`src/rtl/pattern_detect.sv`:
```
// pattern_detect
//   Serial receiver/decoder for the 4-bit test-pattern stream. Bits arrive
//   LSB first, one per cycle with s_valid high. Once four bits are in, the
//   word is compared against P1..P4 (in that priority order). The result is
//   held until clr. A frame that stalls for TMO consecutive idle cycles is
//   aborted, and err_tmo pulses for one cycle. Each pattern has its own
//   saturating hit counter, which is cleared only by rst.
//
// Ports
//   clk        system clock, rising edge
//   rst        asynchronous active-high reset
//   s_in       serial data bit
//   s_valid    s_in is qualified this cycle
//   clr        synchronous frame clear; has priority over s_valid
//   rx_done    frame complete, results valid and held
//   match      received word equals one of P1..P4
//   no_match   received word equals none of the patterns
//   match_add  address of matched pattern (0 when no_match)
//   rx_word    assembled word, bit k = k-th received bit
//   err_tmo    one-cycle pulse on timeout abort
//   hit_cnt    per-pattern hit counters, address 0 in the low CW bits
//   busy       high while a frame is being shifted in
module pattern_detect #(
    parameter logic [3:0] P1  = 4'b1010,
    parameter logic [3:0] P2  = 4'b0101,
    parameter logic [3:0] P3  = 4'b1100,
    parameter logic [3:0] P4  = 4'b0011,
    parameter int         TMO = 8,
    parameter int         CW  = 4
) (
    input  logic            clk,
    input  logic            rst,
    input  logic            s_in,
    input  logic            s_valid,
    input  logic            clr,
    output logic            rx_done,
    output logic            match,
    output logic            no_match,
    output logic [1:0]      match_add,
    output logic [3:0]      rx_word,
    output logic            err_tmo,
    output logic [4*CW-1:0] hit_cnt,
    output logic            busy
);

    typedef enum logic [1:0] {
        IDLE  = 2'd0,
        SHIFT = 2'd1,
        DONE  = 2'd2
    } state_t;

    // The idle counter aborts when it would step onto TMO. The abort
    // therefore happens on the TMO-th consecutive idle edge.
    localparam logic [7:0] TMO_LAST = 8'(TMO - 1);

    state_t      state_q, state_d;
    logic [3:0]  rx_word_q, rx_word_d;
    logic [1:0]  cnt_q, cnt_d;
    logic [7:0]  idle_q, idle_d;
    logic        err_tmo_q, err_tmo_d;
    logic        rx_done_q, rx_done_d;
    logic        match_q, match_d;
    logic        no_match_q, no_match_d;
    logic [1:0]  match_add_q, match_add_d;
    logic [3:0]  hit_inc;

    // Word as it will look once the current bit is inserted. The decoder
    // looks at this word, so the result registers on the same edge as the
    // 4th bit.
    logic [3:0]  word_ins;
    logic        dec_match;
    logic [1:0]  dec_add;

    always_comb begin
        word_ins          = rx_word_q;
        word_ins[cnt_q]   = s_in;
    end

    always_comb begin
        dec_match = 1'b1;
        dec_add   = 2'd0;
        if (word_ins == P1) begin
            dec_add = 2'd0;
        end else if (word_ins == P2) begin
            dec_add = 2'd1;
        end else if (word_ins == P3) begin
            dec_add = 2'd2;
        end else if (word_ins == P4) begin
            dec_add = 2'd3;
        end else begin
            dec_match = 1'b0;
        end
    end

    // Next-state and frame datapath
    always_comb begin
        state_d     = state_q;
        rx_word_d   = rx_word_q;
        cnt_d       = cnt_q;
        idle_d      = idle_q;
        err_tmo_d   = 1'b0;
        rx_done_d   = rx_done_q;
        match_d     = match_q;
        no_match_d  = no_match_q;
        match_add_d = match_add_q;
        hit_inc     = 4'b0000;

        case (state_q)
            IDLE: begin
                if (clr) begin
                    rx_word_d = 4'b0000;
                    cnt_d     = 2'd0;
                    idle_d    = 8'd0;
                end else if (s_valid) begin
                    rx_word_d = {3'b000, s_in};
                    cnt_d     = 2'd1;
                    idle_d    = 8'd0;
                    state_d   = SHIFT;
                end
            end

            SHIFT: begin
                if (clr) begin
                    // Abort without a timeout flag. Any bit offered this
                    // cycle is dropped.
                    rx_word_d = 4'b0000;
                    cnt_d     = 2'd0;
                    idle_d    = 8'd0;
                    state_d   = IDLE;
                end else if (s_valid) begin
                    rx_word_d = word_ins;
                    idle_d    = 8'd0;
                    if (cnt_q == 2'd3) begin
                        cnt_d       = 2'd0;
                        state_d     = DONE;
                        rx_done_d   = 1'b1;
                        match_d     = dec_match;
                        no_match_d  = ~dec_match;
                        match_add_d = dec_add;
                        hit_inc[dec_add] = dec_match;
                    end else begin
                        cnt_d = 2'(cnt_q + 2'd1);
                    end
                end else if (idle_q == TMO_LAST) begin
                    err_tmo_d = 1'b1;
                    rx_word_d = 4'b0000;
                    cnt_d     = 2'd0;
                    idle_d    = 8'd0;
                    state_d   = IDLE;
                end else begin
                    idle_d = 8'(idle_q + 8'd1);
                end
            end

            DONE: begin
                if (clr) begin
                    state_d     = IDLE;
                    rx_word_d   = 4'b0000;
                    rx_done_d   = 1'b0;
                    match_d     = 1'b0;
                    no_match_d  = 1'b0;
                    match_add_d = 2'd0;
                end
            end

            default: begin
                state_d = IDLE;
            end
        endcase
    end

    always_ff @(posedge clk or posedge rst) begin
        if (rst) begin
            state_q     <= IDLE;
            rx_word_q   <= 4'b0000;
            cnt_q       <= 2'd0;
            idle_q      <= 8'd0;
            err_tmo_q   <= 1'b0;
            rx_done_q   <= 1'b0;
            match_q     <= 1'b0;
            no_match_q  <= 1'b0;
            match_add_q <= 2'd0;
        end else begin
            state_q     <= state_d;
            rx_word_q   <= rx_word_d;
            cnt_q       <= cnt_d;
            idle_q      <= idle_d;
            err_tmo_q   <= err_tmo_d;
            rx_done_q   <= rx_done_d;
            match_q     <= match_d;
            no_match_q  <= no_match_d;
            match_add_q <= match_add_d;
        end
    end

    // Per-pattern saturating hit counters
    generate
        for (genvar gi = 0; gi < 4; gi++) begin : g_hit
            logic [CW-1:0] hit_q, hit_d;

            always_comb begin
                hit_d = hit_q;
                if (hit_inc[gi] && (hit_q != {CW{1'b1}})) begin
                    hit_d = hit_q + 1'b1;
                end
            end

            always_ff @(posedge clk or posedge rst) begin
                if (rst) begin
                    hit_q <= '0;
                end else begin
                    hit_q <= hit_d;
                end
            end

            assign hit_cnt[gi*CW +: CW] = hit_q;
        end
    endgenerate

    assign rx_done   = rx_done_q;
    assign match     = match_q;
    assign no_match  = no_match_q;
    assign match_add = match_add_q;
    assign rx_word   = rx_word_q;
    assign err_tmo   = err_tmo_q;
    assign busy      = (state_q == SHIFT);

endmodule

```
`config.mk`:
```
export PLATFORM = sky130hd
export DESIGN_NAME = pattern_detect
export DESIGN_NICKNAME = d
export VERILOG_FILES = /design/src/rtl/pattern_detect.sv
export SDC_FILE = /design/constraint.sdc
export NUM_CORES = 1
export LEC_CHECK = 0
export CAP_MARGIN = 10
export CORE_MARGIN = 1
export CORE_UTILIZATION = 50
export DETAILED_ROUTE_END_ITERATION = 16
export HOLD_SLACK_MARGIN = 0.06
export PLACE_DENSITY = 0.76
export RECOVER_POWER = 100
export SYNTH_ARGS = -nofsm -noshare
export SYNTH_HDL_FRONTEND = slang
export SYNTH_SLANG_ARGS = --single-unit
```
`constraint.sdc`:
```
create_clock -name clk -period 2.9 [get_ports clk]
set_input_delay 0.435 -clock clk [delete_from_list [all_inputs] [get_ports clk]]
set_output_delay 0.435 -clock clk [all_outputs]
set_load 0.05 [all_outputs]
```
; ---- Word-level counts from Yosys, hierarchy flattened
; Index checks and enable logic that the tools add are counted.
[word_totals]
word_cells = 125
out_inout_bits = 27
regBits = 38
in_bits = 5
[classes]
muxes = 64
n_eq_ne = 21
add_sub_neg = 6
bitwise = 2
n_lt_le_gt_ge = 4
reduce_logical = 15
[op_table]
columns = cell, count
row1 = 4-bit 2-to-1 mux, 10
row2 = 8-bit 2-to-1 mux, 5
row3 = 2-bit 2-to-1 mux, 18
row4 = 1-bit 2-to-1 mux, 20
row5 = 4-bit by 1-bit adder with 4-bit output (second input constant), 4
row6 = 4-bit != test (second input constant), 4
row7 = 8-bit one-hot mux with 2 select lines, 1
row8 = 4-bit one-hot mux with 3 select lines, 1
row9 = 2-bit != test (second input constant), 5
row10 = 5-bit AND reduction, 2
row11 = 8-bit by 1-bit adder with 8-bit output (second input constant), 1
row12 = 4-bit equality test (second input constant), 2
row13 = 8-bit by 3-bit equality test with 1-bit output (second input constant), 1
row14 = 4-bit by 3-bit != test with 1-bit output (second input constant), 2
row15 = 2-bit one-hot mux with 2 select lines, 2
row16 = 1-bit logical AND, 6
row17 = 2-bit by 3-bit less-than comparator with 1-bit output (second input constant), 2
row18 = 1-bit one-hot mux with 2 select lines, 3
row19 = 2-bit one-hot mux with 3 select lines, 1
row20 = 4-bit bitwise AND, 1
row21 = 4-bit bitwise mux, 1
row22 = 1-bit demux with 2-bit select, 2
row23 = 2-bit equality test (second input constant), 2
row24 = 4-bit by 2-bit equality test with 1-bit output (second input constant), 1
row25 = other kinds (13), 15

; ---- Longest topological paths before layout
[logic_depth]
ltp_word = 20
mapped_depth = 9
depth_no_buf = 7

; ---- Worst setup path after synthesis
; Ideal clock, no wire load.
[synth_path]
path_type = reg-to-reg
from = register state_q[1]
to = register state_q[0]
period_less_slack_ns = 2.271
required_time_ns = 2.775
path_slack_ns = 0.629
path_stages_with_launch = 7
setup_time_ns = 0.125
path_buffers = 0
t_arrival_ns = 2.147
path_cell_list = dfrtp_1 -> inv_1 -> ha_1 -> or3b_2 -> a31o_2 -> nand2_1 -> mux2_2
[synth_between]
elab_chain_cells = 3
word_cells_on_any_way = 10
classes_between = 7 x eq/ne / 1 x mux / 2 x reduce/logical
[synth_lines]
columns = element, line
row1 = start: declaration, 56  ; state_t state_q, state_d;
row2 = start signal: assignment, 184  ; state_q <= state_d;
row3 = 2-bit by 1-bit equality test with 1-bit output *, n/a
row4 = net busy, 43  ; output logic busy
row5 = 4-bit by 3-bit != test with 1-bit output (no line), n/a
row6 = 5-bit AND reduction (no line), n/a
; The timed path passes the listed nets; every way through them passes the cells marked *.
; A chain may end at the register's enable or synchronous reset.

; ---- Worst setup path after layout
[layout_path]
from = input s_in
to = register g_hit[0].hit_q[1]
[layout_between]
elab_chain_cells = 16
word_cells_on_any_way = 24
classes_between = 2 x order compare / 4 x eq/ne / 15 x mux / 1 x bitwise / 2 x reduce/logical
[layout_lines]
columns = element, line
row1 = start: declaration, 33  ; input logic s_in,
row2 = 4-bit bitwise mux *, 76  ; word_ins[cnt_q] = s_in;
row3 = 4-bit by 2-bit equality test with 1-bit output, 88  ; end else if (word_ins == P4) begin
row4 = 2-bit 2-to-1 mux, 88
row5 = 2-bit 2-to-1 mux, 86  ; end else if (word_ins == P3) begin
row6 = 2-bit 2-to-1 mux, 84  ; end else if (word_ins == P2) begin
row7 = 2-bit 2-to-1 mux, 82  ; if (word_ins == P1) begin
row8 = 2-bit by 3-bit less-than comparator with 1-bit output (implied by the code) / 2-bit by 1-bit greater-or-equal comparator with 1-bit output (equally long branches), 140  ; hit_inc[dec_add] = dec_match;
row9 = 1-bit logical AND (implied by the code), 140
row10 = 1-bit 2-to-1 mux (implied by the code), 140
row11 = 1-bit demux with 2-bit select, 140
row12 = 4-bit bitwise AND (no line) *, n/a
row13 = 4-bit 2-to-1 mux *, 133  ; if (cnt_q == 2'd3) begin
row14 = 4-bit 2-to-1 mux *, 130  ; end else if (s_valid) begin
row15 = 4-bit 2-to-1 mux *, 123  ; if (clr) begin
row16 = 4-bit 2-to-1 mux *, 108  ; case (state_q)
row17 = 1-bit logical AND *, 203  ; if (hit_inc[gi] && (hit_q != {CW{1'b1}})) begin
row18 = end signal: assignment, 212  ; hit_q <= hit_d;
row19 = end: declaration, 199  ; logic [CW-1:0] hit_q, hit_d;
; Every way passes the cells marked *; elsewhere a longest branch is shown, timed or not.

==> flow_metrics.py <==
metrics = {
    "run_status": {
        "outcome": "complete, no violations",
    },
    "floorplan": {
        "rows": 23,
        "core_area_um2": 4030,
        "die_w_um": 66.9,
        "initial_core_util_pct": 52.3,
        "dieHeight_um": 66.9,
        "io_pins": 32,
        "die-area_um2": 4480,
    },
    "timing": {
        "fmax_ghz": 0.392,
        "fin_crit_ns": 2.55,
        "rsz0062_at_grt": "no",
        "drv_slew": 0,
        "final-hold-violation-count": 0,
        "slew_headroom_pct": 38.0,
        "timing.setup.tns_ns": 0,
        "min_period_over_period_pct": 88.0,
        "fin_worst_skew_ns": 0.00733,
        "worstMarginPinSlew_ns": 0.930,
        "setup_viol": 0,
    },
    "clocking": {
        "cts_buffers": 5,
        "ctsHoldBuffers": 0,
        "cts_resized": 0,
        "root_buffer": "clkbuf_8",
        "cts_sinks": 38,
        "clkSlewWorstSetupHoldPaths_ns": 0.07,
        "clock_path_buffers": 2,
        "post_cts_buffers": 0,
        "cts_tree": "done",
        "htreeDepth": 2,
        "clock_latency_ns": 0.29,
    },
    "cells_and_area": {
        "fillers": 332,
        "diodes": 0,
        "multi_input_area_um2": 1080,
        "area.sequential_um2": 951,
        "fin_nets": 257,
        "drive_above_1_share_pct": 7.92,
        "final_area_um2": 2550,
        "area_growth_pct": 21.1,
    },
    "global_routing": {
        "grt_usage_pct": 21.0,
        "grt.met3_usage_pct": 5.65,
        "grt-ovfl-total": 0,
        "grt_max_degree": 39,
        "top_usage_layer": "met2",
        "grt_pass1_vias": 1562,
        "antenna_found_initial": 0,
        "grt_pass1_wl_um": 6910,
        "use_met1_pct": 25.0,
        "use_met2_pct": 35.9,
    },
    "run": {
        "max-cap-violations": 0,
    },
    "synth": {
        "mappedNetlistArea_um2": 2110,
        "synth_area_leaders": "dfrtp_1 (45%), ha_1 (7.1%), xnor2_1 (5.8%)",
        "ys_warn_count": 0,
        "synth_top_area_share_pct": 45.1,
        "syn-num-nets": 224,
        "synth_area_per_cell_um2": 10.2,
        "ys_seq_elements": 38,
        "synth.yosys.seq_area_share_pct": 45.1,
        "ys_types": 39,
        "netlist_instances": 207,
        "yosys.area.top_type": "dfrtp_1",
    },
    "place": {
        "routabilityCongestion": 0.839,
        "hpwl_um": 2840,
        "place_area_um2": 2460,
        "io_buffer_count": 31,
    },
    "critical_path": {
        "slowest_stage": "dlygate4sd3_1",
        "start_kind": "primary input",
        "path_delay_family": "multiplexers",
        "worstPathMaxFanout": 10,
        "slowest_delay_ns": 0.69,
        "worstPathRequired_ns": 3.08,
        "crit_type": "primary input to flop",
        "cp.arrival_ns": 2.73,
        "worstPathCellList": "dlygate4sd3_1, mux2_1, a21o_1, nor4_1, mux2_2",
        "end_kind": "flop",
        "worst-path-buf-inv": 1,
    },
    "routing": {
        "drc": 0,
        "wl_per_cell_um": 13.8,
        "drt_iter0_markers": 83,
        "viasPerCell": 5.57,
        "vias": 1616,
        "detail-route-antenna-nets": 0,
        "drt_pre_antenna_iters": 4,
        "drt-total-wl_um": 4010,
    },
    "power": {
        "p_leak_nw": 1.23,
        "p_per_area_nw_per_um2": 774,
        "ir_drop_v": 0.000669,
    },
    "worst_hold_path": {
        "hold_class": "flop to flop",
    },
}
[state kept, by name, summed over array words and instances, names as in the netlist, 2 cells and up]
register / flops
cnt_q: 2
g_hit.hit_q: 16
idle_q: 8
match_add: 2
rx_word: 4
state_q: 2
[layer usage]
layer | wire length [µm] | up-vias
met1 | 1790 | 769
met4 | 79 | 0
met2 | 1980 | 42
li1 | - | 798
met3 | 156 | 7
met5 | 0 | -
[synth_stat cells]
library cell  instances
and3_1                4
mux2_2                6
xnor2_1              14
nand3_2               1
nor2_1               21
nor4_2                2
nor4b_1               1
nand3_1               7
clkbuf_1              5
o221ai_1              1
nand3b_1              1
mux2_1                2
and3b_1               2
nand4_1               5
a21oi_1               3
nor4bb_1              1
xor2_1                5
dfrtp_1              38
a31o_2                1
inv_1                 8
and2_4                1
or3b_2                1
nor4_4                2
o31ai_1               4
nand2_1              16
a21o_1                3
a211oi_1              2
buf_6                 1
o21ai_1               2
a31oi_1               2
o22ai_1               3
nor3_1                5
a22o_1                3
o21ai_0              13
o211ai_1              1
nor2b_1               5
or4_4                 1
ha_1                 12
nand2b_1              2
[cells in the final DEF, fill, tap and decap left out, drive strengths merged]
cell type	netlist	final
dlygate4sd3	0	30
nor4bb	1	1
nand4	5	5
or4	1	1
dfrtp	38	38
clkbuf	5	7
mux2	8	8
nand3b	1	1
nor4b	1	1
nor2b	5	5
o21ai	15	15
o22ai	3	3
a211oi	2	2
nand2	16	16
xor2	5	5
and3b	2	2
a21o	3	3
and2	1	1
bufinv	0	1
a31oi	2	2
nand3	8	8
or3b	1	1
nor3	5	5
nor4	4	4
nand2b	2	2
o211ai	1	1
clkdlybuf4s50	0	1
o221ai	1	1
xnor2	14	14
a21oi	3	3
a22o	3	3
a31o	1	1
inv	8	8
and3	4	4
ha	12	12
nor2	21	21
o31ai	4	4
[layout make-up]
cell class,count,share of cell area (%)
clock buffers,6,3.24
clock inverters,1,1.18
inverters,8,1.18
multi-input cells,155,42.3
flip-flops and latches,38,37.3
well taps,50,2.45
repair buffers,32,12.4
[where the power goes]
group	leakage, nW	total [mW]	internal (mW)	switching [mW]
registers	0.520	0.643	0.598	0.0456
clock network	0.0573	0.458	0.275	0.183
logic	0.653	0.873	0.288	0.585
[through the flow]
step | utilization (%) | std cells | setup slack, ns | hold slack [ns] | power (mW)
floorplan | - | 207 | 0.629 | 0.501 | 1.34
global placement | 61.0 | 283 | 0.310 | 0.477 | 1.53
detailed placement | 61.0 | 283 | 0.241 | 0.470 | 1.55
CTS | 63.8 | 290 | 0.553 | 0.486 | 2.01
global route | 63.3 | 290 | 0.233 | 0.517 | 2.12
finish | 63.3 | 290 | 0.347 | 0.472 | 1.97
[worst min-delay path, cell delays in order (launching register included)]
cell and delay (ns):
dfrtp_1 0.34, nand2_1 0.04, o21ai_0 0.06
[cells by family after synthesis]
kind of cell,after synthesis,synth area share (%)
simple gates,78,21.3
compound gates,38,11.4
flops,38,45.1
xor+xnor,19,7.90
buf+inv,14,2.85
fa+ha+maj,12,7.13
mux,8,4.28
[worst paths after layout]
kind                           from                 to  slack [ns]  depth (start not counted)
setup / recovery               s_in  g_hit[0].hit_q[1]        0.35                          5
hold / removal             no_match           no_match        0.47                          2
min in group asynchronous       rst  g_hit[0].hit_q[0]        0.87                          3
setup reg to reg           cnt_q[0]  g_hit[0].hit_q[1]        0.39                          6
hold reg to reg            no_match           no_match        0.47                          2
max in group asynchronous       rst         state_q[1]        1.45                          3
No activity file was read; power rests on OpenSTA's default activity.
